File: src/rtl/act_skew_feeder.sv
// ---------------------------------------------------------------------------
// act_skew_feeder
//
// Feeds activation vectors into the row inputs of a systolic array with the
// diagonal skew the array needs: row r of a vector accepted in cycle t
// appears on a_row row r in cycle t+1+r. Alongside the data it sequences
// the job (stream, flush the skew, optional output-stationary drain) and
// broadcasts the PE operation code.
//
// Parameters
//   ROWS          number of array rows fed (2..16)
//   ACT_WIDTH     activation width per row
//   OP_SIG_WIDTH  PE operation code width
//   DRAIN_CYCLES  output-stationary drain length in cycles (1..255)
//
// Ports
//   clk        clock, all state on rising edge
//   reset      asynchronous, active-high reset
//   start      single-cycle job start (honoured only in IDLE)
//   mode       sampled at start: 0 = weight-stationary, 1 = output-stationary
//   vec_valid  activation vector valid
//   vec_data   activation vector, row r at [r*ACT_WIDTH +: ACT_WIDTH]
//   vec_last   final vector of the job, qualified by vec_valid
//   vec_ready  vector accepted this cycle when vec_valid is also high
//   a_row      skewed activations, same packing as vec_data
//   op_sig     broadcast PE operation code (registered)
//   busy       high whenever the FSM is not IDLE
//   done       one-cycle pulse in the cycle after the DONE state
//   vec_count  (only with ACT_SKEW_FEEDER_COUNT_EN) vectors accepted in the
//              current job, saturating at 16'hFFFF
//
// Build option: define ACT_SKEW_FEEDER_COUNT_EN to add vec_count.
// ---------------------------------------------------------------------------
module act_skew_feeder #(
    parameter int ROWS         = 4,
    parameter int ACT_WIDTH    = 8,
    parameter int OP_SIG_WIDTH = 3,
    parameter int DRAIN_CYCLES = 4
) (
    input  logic                      clk,
    input  logic                      reset,
    input  logic                      start,
    input  logic                      mode,
    input  logic                      vec_valid,
    input  logic [ROWS*ACT_WIDTH-1:0] vec_data,
    input  logic                      vec_last,
    output logic                      vec_ready,
    output logic [ROWS*ACT_WIDTH-1:0] a_row,
    output logic [OP_SIG_WIDTH-1:0]   op_sig,
    output logic                      busy,
    output logic                      done
`ifdef ACT_SKEW_FEEDER_COUNT_EN
    ,
    output logic [15:0]               vec_count
`endif
);

    typedef enum logic [2:0] {
        S_IDLE,
        S_STREAM,
        S_FLUSH,
        S_DRAIN,
        S_DONE
    } state_t;

    localparam logic [OP_SIG_WIDTH-1:0] OP_WS    = OP_SIG_WIDTH'(3'b000);
    localparam logic [OP_SIG_WIDTH-1:0] OP_OS    = OP_SIG_WIDTH'(3'b100);
    localparam logic [OP_SIG_WIDTH-1:0] OP_DRAIN = OP_SIG_WIDTH'(3'b110);
    localparam logic [OP_SIG_WIDTH-1:0] OP_HOLD  = OP_SIG_WIDTH'(3'b111);

    // Terminal counts: FLUSH lasts ROWS-1 cycles, DRAIN lasts DRAIN_CYCLES.
    localparam logic [7:0] FLUSH_LAST = 8'(ROWS - 2);
    localparam logic [7:0] DRAIN_LAST = 8'(DRAIN_CYCLES - 1);

    state_t                    r_state;
    logic                      r_mode;
    logic [7:0]                r_cnt;
    logic [OP_SIG_WIDTH-1:0]   r_op;
    logic                      r_done;
    logic                      w_accept;
    logic [ROWS*ACT_WIDTH-1:0] w_inject;

    function automatic logic [OP_SIG_WIDTH-1:0] op_for(input state_t s, input logic m);
        case (s)
            S_STREAM, S_FLUSH: return m ? OP_OS : OP_WS;
            S_DRAIN:           return OP_DRAIN;
            default:           return OP_HOLD;
        endcase
    endfunction

    assign vec_ready = (r_state == S_STREAM);
    assign w_accept  = vec_valid & vec_ready;
    // Zeros enter the skew lines whenever nothing is accepted, so bubbles and
    // the flush tail never replay stale activations.
    assign w_inject  = w_accept ? vec_data : '0;
    assign busy      = (r_state != S_IDLE);
    assign op_sig    = r_op;
    assign done      = r_done;

    always_ff @(posedge clk or posedge reset) begin
        if (reset) begin
            r_state <= S_IDLE;
            r_mode  <= 1'b0;
            r_cnt   <= 8'd0;
            r_op    <= OP_HOLD;
            r_done  <= 1'b0;
        end else begin
            // op_sig and done reflect the state of the previous cycle.
            r_op   <= op_for(r_state, r_mode);
            r_done <= (r_state == S_DONE);
            case (r_state)
                S_IDLE: begin
                    if (start) begin
                        r_state <= S_STREAM;
                        r_mode  <= mode;
                        r_cnt   <= 8'd0;
                    end
                end
                S_STREAM: begin
                    if (w_accept && vec_last) begin
                        r_state <= S_FLUSH;
                        r_cnt   <= 8'd0;
                    end
                end
                S_FLUSH: begin
                    if (r_cnt == FLUSH_LAST) begin
                        r_cnt   <= 8'd0;
                        r_state <= r_mode ? S_DRAIN : S_DONE;
                    end else begin
                        r_cnt <= r_cnt + 8'd1;
                    end
                end
                S_DRAIN: begin
                    if (r_cnt == DRAIN_LAST) begin
                        r_cnt   <= 8'd0;
                        r_state <= S_DONE;
                    end else begin
                        r_cnt <= r_cnt + 8'd1;
                    end
                end
                S_DONE:  r_state <= S_IDLE;
                default: r_state <= S_IDLE;
            endcase
        end
    end

    // Per-row skew line: row r holds r+1 stages packed into one vector,
    // newest at the bottom, oldest (the output) at the top.
    for (genvar gr = 0; gr < ROWS; gr++) begin : g_row
        logic [(gr+1)*ACT_WIDTH-1:0] r_dly;

        if (gr == 0) begin : g_first
            always_ff @(posedge clk or posedge reset) begin
                if (reset) r_dly <= '0;
                else       r_dly <= w_inject[0 +: ACT_WIDTH];
            end
        end else begin : g_shift
            always_ff @(posedge clk or posedge reset) begin
                if (reset) r_dly <= '0;
                else       r_dly <= {r_dly[gr*ACT_WIDTH-1:0], w_inject[gr*ACT_WIDTH +: ACT_WIDTH]};
            end
        end

        assign a_row[gr*ACT_WIDTH +: ACT_WIDTH] = r_dly[(gr+1)*ACT_WIDTH-1 -: ACT_WIDTH];
    end

`ifdef ACT_SKEW_FEEDER_COUNT_EN
    logic [15:0] r_vec_count;

    function automatic logic [15:0] sat_inc16(input logic [15:0] v);
        return (v == 16'hFFFF) ? v : v + 16'd1;
    endfunction

    always_ff @(posedge clk or posedge reset) begin
        if (reset)                         r_vec_count <= 16'd0;
        else if (r_state == S_IDLE && start) r_vec_count <= 16'd0;
        else if (w_accept)                 r_vec_count <= sat_inc16(r_vec_count);
    end

    assign vec_count = r_vec_count;
`endif

endmodule
File: config.mk
export PLATFORM = sky130hd
export DESIGN_NAME = act_skew_feeder
export DESIGN_NICKNAME = d
export VERILOG_FILES = /design/src/rtl/act_skew_feeder.sv
export SDC_FILE = /design/constraint.sdc
export NUM_CORES = 1
export LEC_CHECK = 0
export BUFFER_PORTS_ARGS = -buffer_cell sky130_fd_sc_hd__clkbuf_2
export CAP_MARGIN = 5
export CORE_MARGIN = 1
export CORE_UTILIZATION = 40
export CTS_CLUSTER_SIZE = 30
export DETAILED_ROUTE_END_ITERATION = 10
export HOLD_SLACK_MARGIN = 0.02
export PLACE_DENSITY_LB_ADDON = 0.1
export RECOVER_POWER = 25
export SYNTH_ARGS = -nofsm -noshare
export SYNTH_HDL_FRONTEND = slang
export SYNTH_SLANG_ARGS = --single-unit
export TNS_END_PERCENT = 100
File: constraint.sdc
create_clock -name clk -period 3.15 [get_ports clk]
set_input_delay 0.1575 -clock clk [delete_from_list [all_inputs] [get_ports clk]]
set_output_delay 0.1575 -clock clk [all_outputs]
set_load 0.01 [all_outputs]
; ---- Yosys cells after proc, flatten, opt, wreduce, memory -nomap -nowiden
; Cells that the tools add are included.
[classes]
addsub = 1
n_eq_ne = 10
n_mux = 14
n_bitwise = 1
reduce_logical = 8
[ops]
columns = cell, count
row1 = 32-bit two-way mux, 1
row2 = 8-bit two-way mux, 4
row3 = 8-bit case mux with 4 select lines, 1
row4 = 3-bit two-way mux, 6
row5 = "8-bit by 2-bit == test with 1-bit output, second input constant", 2
row6 = 3-bit case mux with 4 select lines, 1
row7 = "8-bit by 1-bit adder with 8-bit output, second input constant", 1
row8 = "3-bit by 2-bit == test with 1-bit output, second input constant", 2
row9 = "2-bit inequality test, second input constant", 3
row10 = 3-bit case mux with 2 select lines, 1
row11 = 4-bit AND reduction, 1
row12 = 4-bit nonzero test, 1
row13 = "3-bit by 1-bit == test with 1-bit output, second input constant", 1
row14 = "3-bit == test, second input constant", 1
row15 = 3-bit zero test, 1
row16 = 3-bit AND reduction, 1
row17 = 3-bit nonzero test, 1
row18 = "2-bit by 1-bit inequality test with 1-bit output, second input constant", 1
row19 = 2-bit AND reduction, 1
row20 = 2-bit OR reduction, 1
row21 = 1-bit bitwise AND, 1
row22 = 1-bit logical AND, 1
[word_totals]
reg_bits = 96
in_bits = 38
output_inout_bits = 38
elab_cells = 43

; ---- Longest topological paths before layout
[depth]
ltp_word = 5
ltp_mapped = 6
depth_no_buf = 6

; ---- Worst setup path before layout
; OpenSTA, ideal clock, no wires.
[synth_path]
kind = reg-to-reg
from = reg r_cnt[0]
to = reg r_state[0]
setup_time_ns = 0.125
arrival_ns = 1.517
required_ns = 3.025
setup_slack_ns = 1.508
path_stages_with_launch = 6
n_path_buf = 0
synth_period_minus_slack_ns = 1.642
path_cell_list = dfrtp_1 -> ha_1 -> mux2_2 -> a31o_4 -> o41ai_2 -> mux2_4
[synth_via]
elab_chain_len = 3
word_cells_on_any_way = 5
classes_between = 4 x eq/ne / 1 x reduce/logical
[synth_rtl]
columns = item, line
row1 = from (decl), 77  ; logic [7:0] r_cnt;
row2 = from (signal assigned), 130  ; r_cnt <= r_cnt + 8'd1;
row3 = from (signal assigned), 138  ; r_cnt <= r_cnt + 8'd1;
row4 = "8-bit by 2-bit == test with 1-bit output, on equally long branches", "134, 126"
row5 = 2-bit inequality test (no line), --
row6 = 4-bit AND reduction (no line) *, --
row7 = to (signal assigned), 128  ; r_state <= r_mode ? S_DRAIN : S_DONE;
row8 = to (decl), 75  ; state_t r_state;
; Every way passes the cells marked *; elsewhere a longest branch is shown, timed or not.
; A chain may end at the register's enable or synchronous reset.

; ---- Worst setup path in the final report
[layout_path]
from = reg r_state[1]
to = out vec_ready
[layout_via]
elab_chain_len = 1
[layout_rtl]
columns = item, line
row1 = 3-bit by 1-bit == test with 1-bit output, 91  ; assign vec_ready = (r_state == S_STREAM);
row2 = to (decl), 47  ; output logic vec_ready,
; No other way between the ends.

==> qor.yml <==
drt:
  drtIter0Drc: 44
  vias: 1761
  drcViolationCount: 0
  ant_nets: 0
  wl_per_cell_um: 13.1
  dr.pass1.iters: 4
  via_per_inst: 4.53
  totalWireLength_um: 5120
clocking:
  clock_path_buffers: 2
  htreeDepth: 3
  cts_buffers: 9
  clock_sinks: 96
  cts_resized: 0
  postCtsSetupBuffers: 0
  clk_latency_ns: 0.34
  cts_tree: "yes"
  cts_hold_buffers: 1
  clk_pin_slew_ns: 0.09
  cts-root-buf: "clkbuf_8"
grt:
  grt_util_all_layers_pct: 13.0
  grt_pass1_vias: 1655
  gr-max-usage-layer: "met2"
  overflow: 0
  grt_max_degree: 57
  grt_use_met3_pct: 3.45
  antenna_found_initial: 0
  gr-usage-met2_pct: 19.3
  grt_use_met1_pct: 17.6
  grt_pass1_wl_um: 8400
timing:
  period_share_pct: 72.3
  relSlewSlack_pct: -34.3
  final-max-slew-violation-count: 57
  tns_ns: 0
  rsz0062_at_grt: "false"
  fin_skew_ns: 0.00686
  setup_viol: 0
  whs_ns: 0.0417
  hold_viol: 0
  worstMarginPinSlew_ns: 2.01
  fmax_mhz: 439
  fin_crit_ns: 2.28
logic_synthesis:
  synth_edf_count: 0
  synthesis.nets: 267
  ys_types: 36
  ys_seq_area_share_pct: 72.9
  synth-seq-cells: 96
  synthArstFlopShare_pct: 100
  synth_warnings: 0
  avgSynthCellArea_um2: 14.5
  ys.flop_type: "dfrtp_1"
  synthCells: 227
  synth.cell_area_mm2: 0.00330
pwr:
  peakVddDrop_mv: 0.504
  leakagePower_uw: 0.00207
  p_per_area_mw_per_mm2: 777
critical_path:
  crit_arrival_ns: 2.12
  slowest_stage: "and2_1"
  setup.worst_path.start_class: "flop"
  path_class: "reg2out"
  end_kind: "output port"
  crit_path_cell_trace: "nor2_1, and2_1, clkbuf_2"
  cp_data_required_time_ns: 2.99
  r2r_slack_ns: 1.31
  max_stage_delay_ns: 0.78
  crit_buf_inv: 1
  crit_fanout: 33
  critPathTopFamily: "simple AND/OR/NAND/NOR gates"
flow_run:
  cap_violations: 1
finish:
  stdcell_count: 389
  drive_above_1_share_pct: 35.5
  layout.nets: 322
  n_fill_cell: 742
  most-common-layout-cells: "93 x dfrtp_1, 71 x clkbuf_2, 34 x and3_1"
  area_delta_synth_final_pct: 13.5
  final_util_pct: 47.7
  seqCellArea_mm2: 0.00241
  multi_input_area_um2: 633
  finish.instance_area_mm2: 0.00375
  layout_commonest_cell: "dfrtp_1"
  antenna_cells: 0
place:
  port_buffers: 75
  dp.final_hpwl_um: 3270
  placed_area_mm2: 0.00357
  dp_cells: 372
  gp_congestion: 0.787
outcome:
  failed_checks: "max-capacitance violations, max-slew violations"
  status: "finished, violations left"
floorplanning:
  num_rows: 32
  core-area_mm2: 0.00785
  fp.dieH_um: 92.8
  die_x_um: 92.8
  io_pins: 76
  initial_core_util_pct: 42.1
  dieArea_mm2: 0.00862
worst_hold_path:
  min_path_type: "in2reg"
power by group:
group	switching, µW	internal (µW)
combinational	338	278
sequential	131	1460
clock	413	293
total	881	2030
Yosys cell counts, types with 3 or more instances:
master | number | area share, %
dfrtp_1 | 93 | 71
clkbuf_1 | 5 | 0.57
nand2_1 | 4 | 0.45
inv_1 | 3 | 0.34
and3_1 | 34 | 6.4
dfstp_2 | 3 | 2.4
nor2_1 | 8 | 0.91
buf_4 | 24 | 5.5
nor3_1 | 4 | 0.61
o21ai_0 | 12 | 1.8
nand4_1 | 3 | 0.57
layout make-up:
| type | instances | area share (%) |
|---|---|---|
| Timing Repair Buffer | 78 | 10.6 |
| Clock inverter | 5 | 1.10 |
| Tap cell | 102 | 3.41 |
| Sequential cell | 96 | 64.2 |
| Clock buffer | 11 | 3.51 |
| Multi-Input combinational cell | 94 | 16.9 |
| Inverter | 3 | 0.301 |
state kept, by name, summed over array words and instances, names as in the netlist:
signal,flops
r_mode,1
g_row.r_dly,80
done,1
r_cnt,8
r_state,3
op_sig,3
final timing paths:
| check | from | end | cells past startpoint |
|---|---|---|---|
| hold / removal | vec_data[6] | g_row[0].r_dly[6] | 2 |
| min in group asynchronous | reset | r_cnt[2] | 3 |
| hold reg to reg | g_row[3].r_dly[9] | g_row[3].r_dly[17] | 0 |
| setup reg to reg | r_state[1] | g_row[1].r_dly[3] | 3 |
| setup / recovery | r_state[1] | vec_ready | 3 |
| max in group asynchronous | reset | op_sig[2] | 4 |
cell families after synthesis:
| logic type | share of synthesized area [%] |
|---|---|
| adders and majority gates | 0.758 |
| and+or+nand+nor | 12.6 |
| DFF | 72.9 |
| buffers and inverters | 7.92 |
| AOI/OAI and AO/OA | 4.17 |
| xor gates and xnor gates | 0.531 |
| muxes | 1.14 |
layer usage:
layer	share of wire [%]	wire length (µm)	vias up
li1	-	-	844
met1	45	2320	863
met2	49	2500	48
met3	4.7	238	6
met4	1.2	62	0
met5	0	0	-
metrics by stage:
step           setup slack [ns]  power (µW)
2_1_floorplan             0.492        2130
3_3_place_gp               1.28        2230
3_5_place_dp               1.22        2250
4_1_cts                   0.841        2960
5_1_grt                   0.429        3100
6_report                  0.873        2910
(Power assumes the default switching activity.)
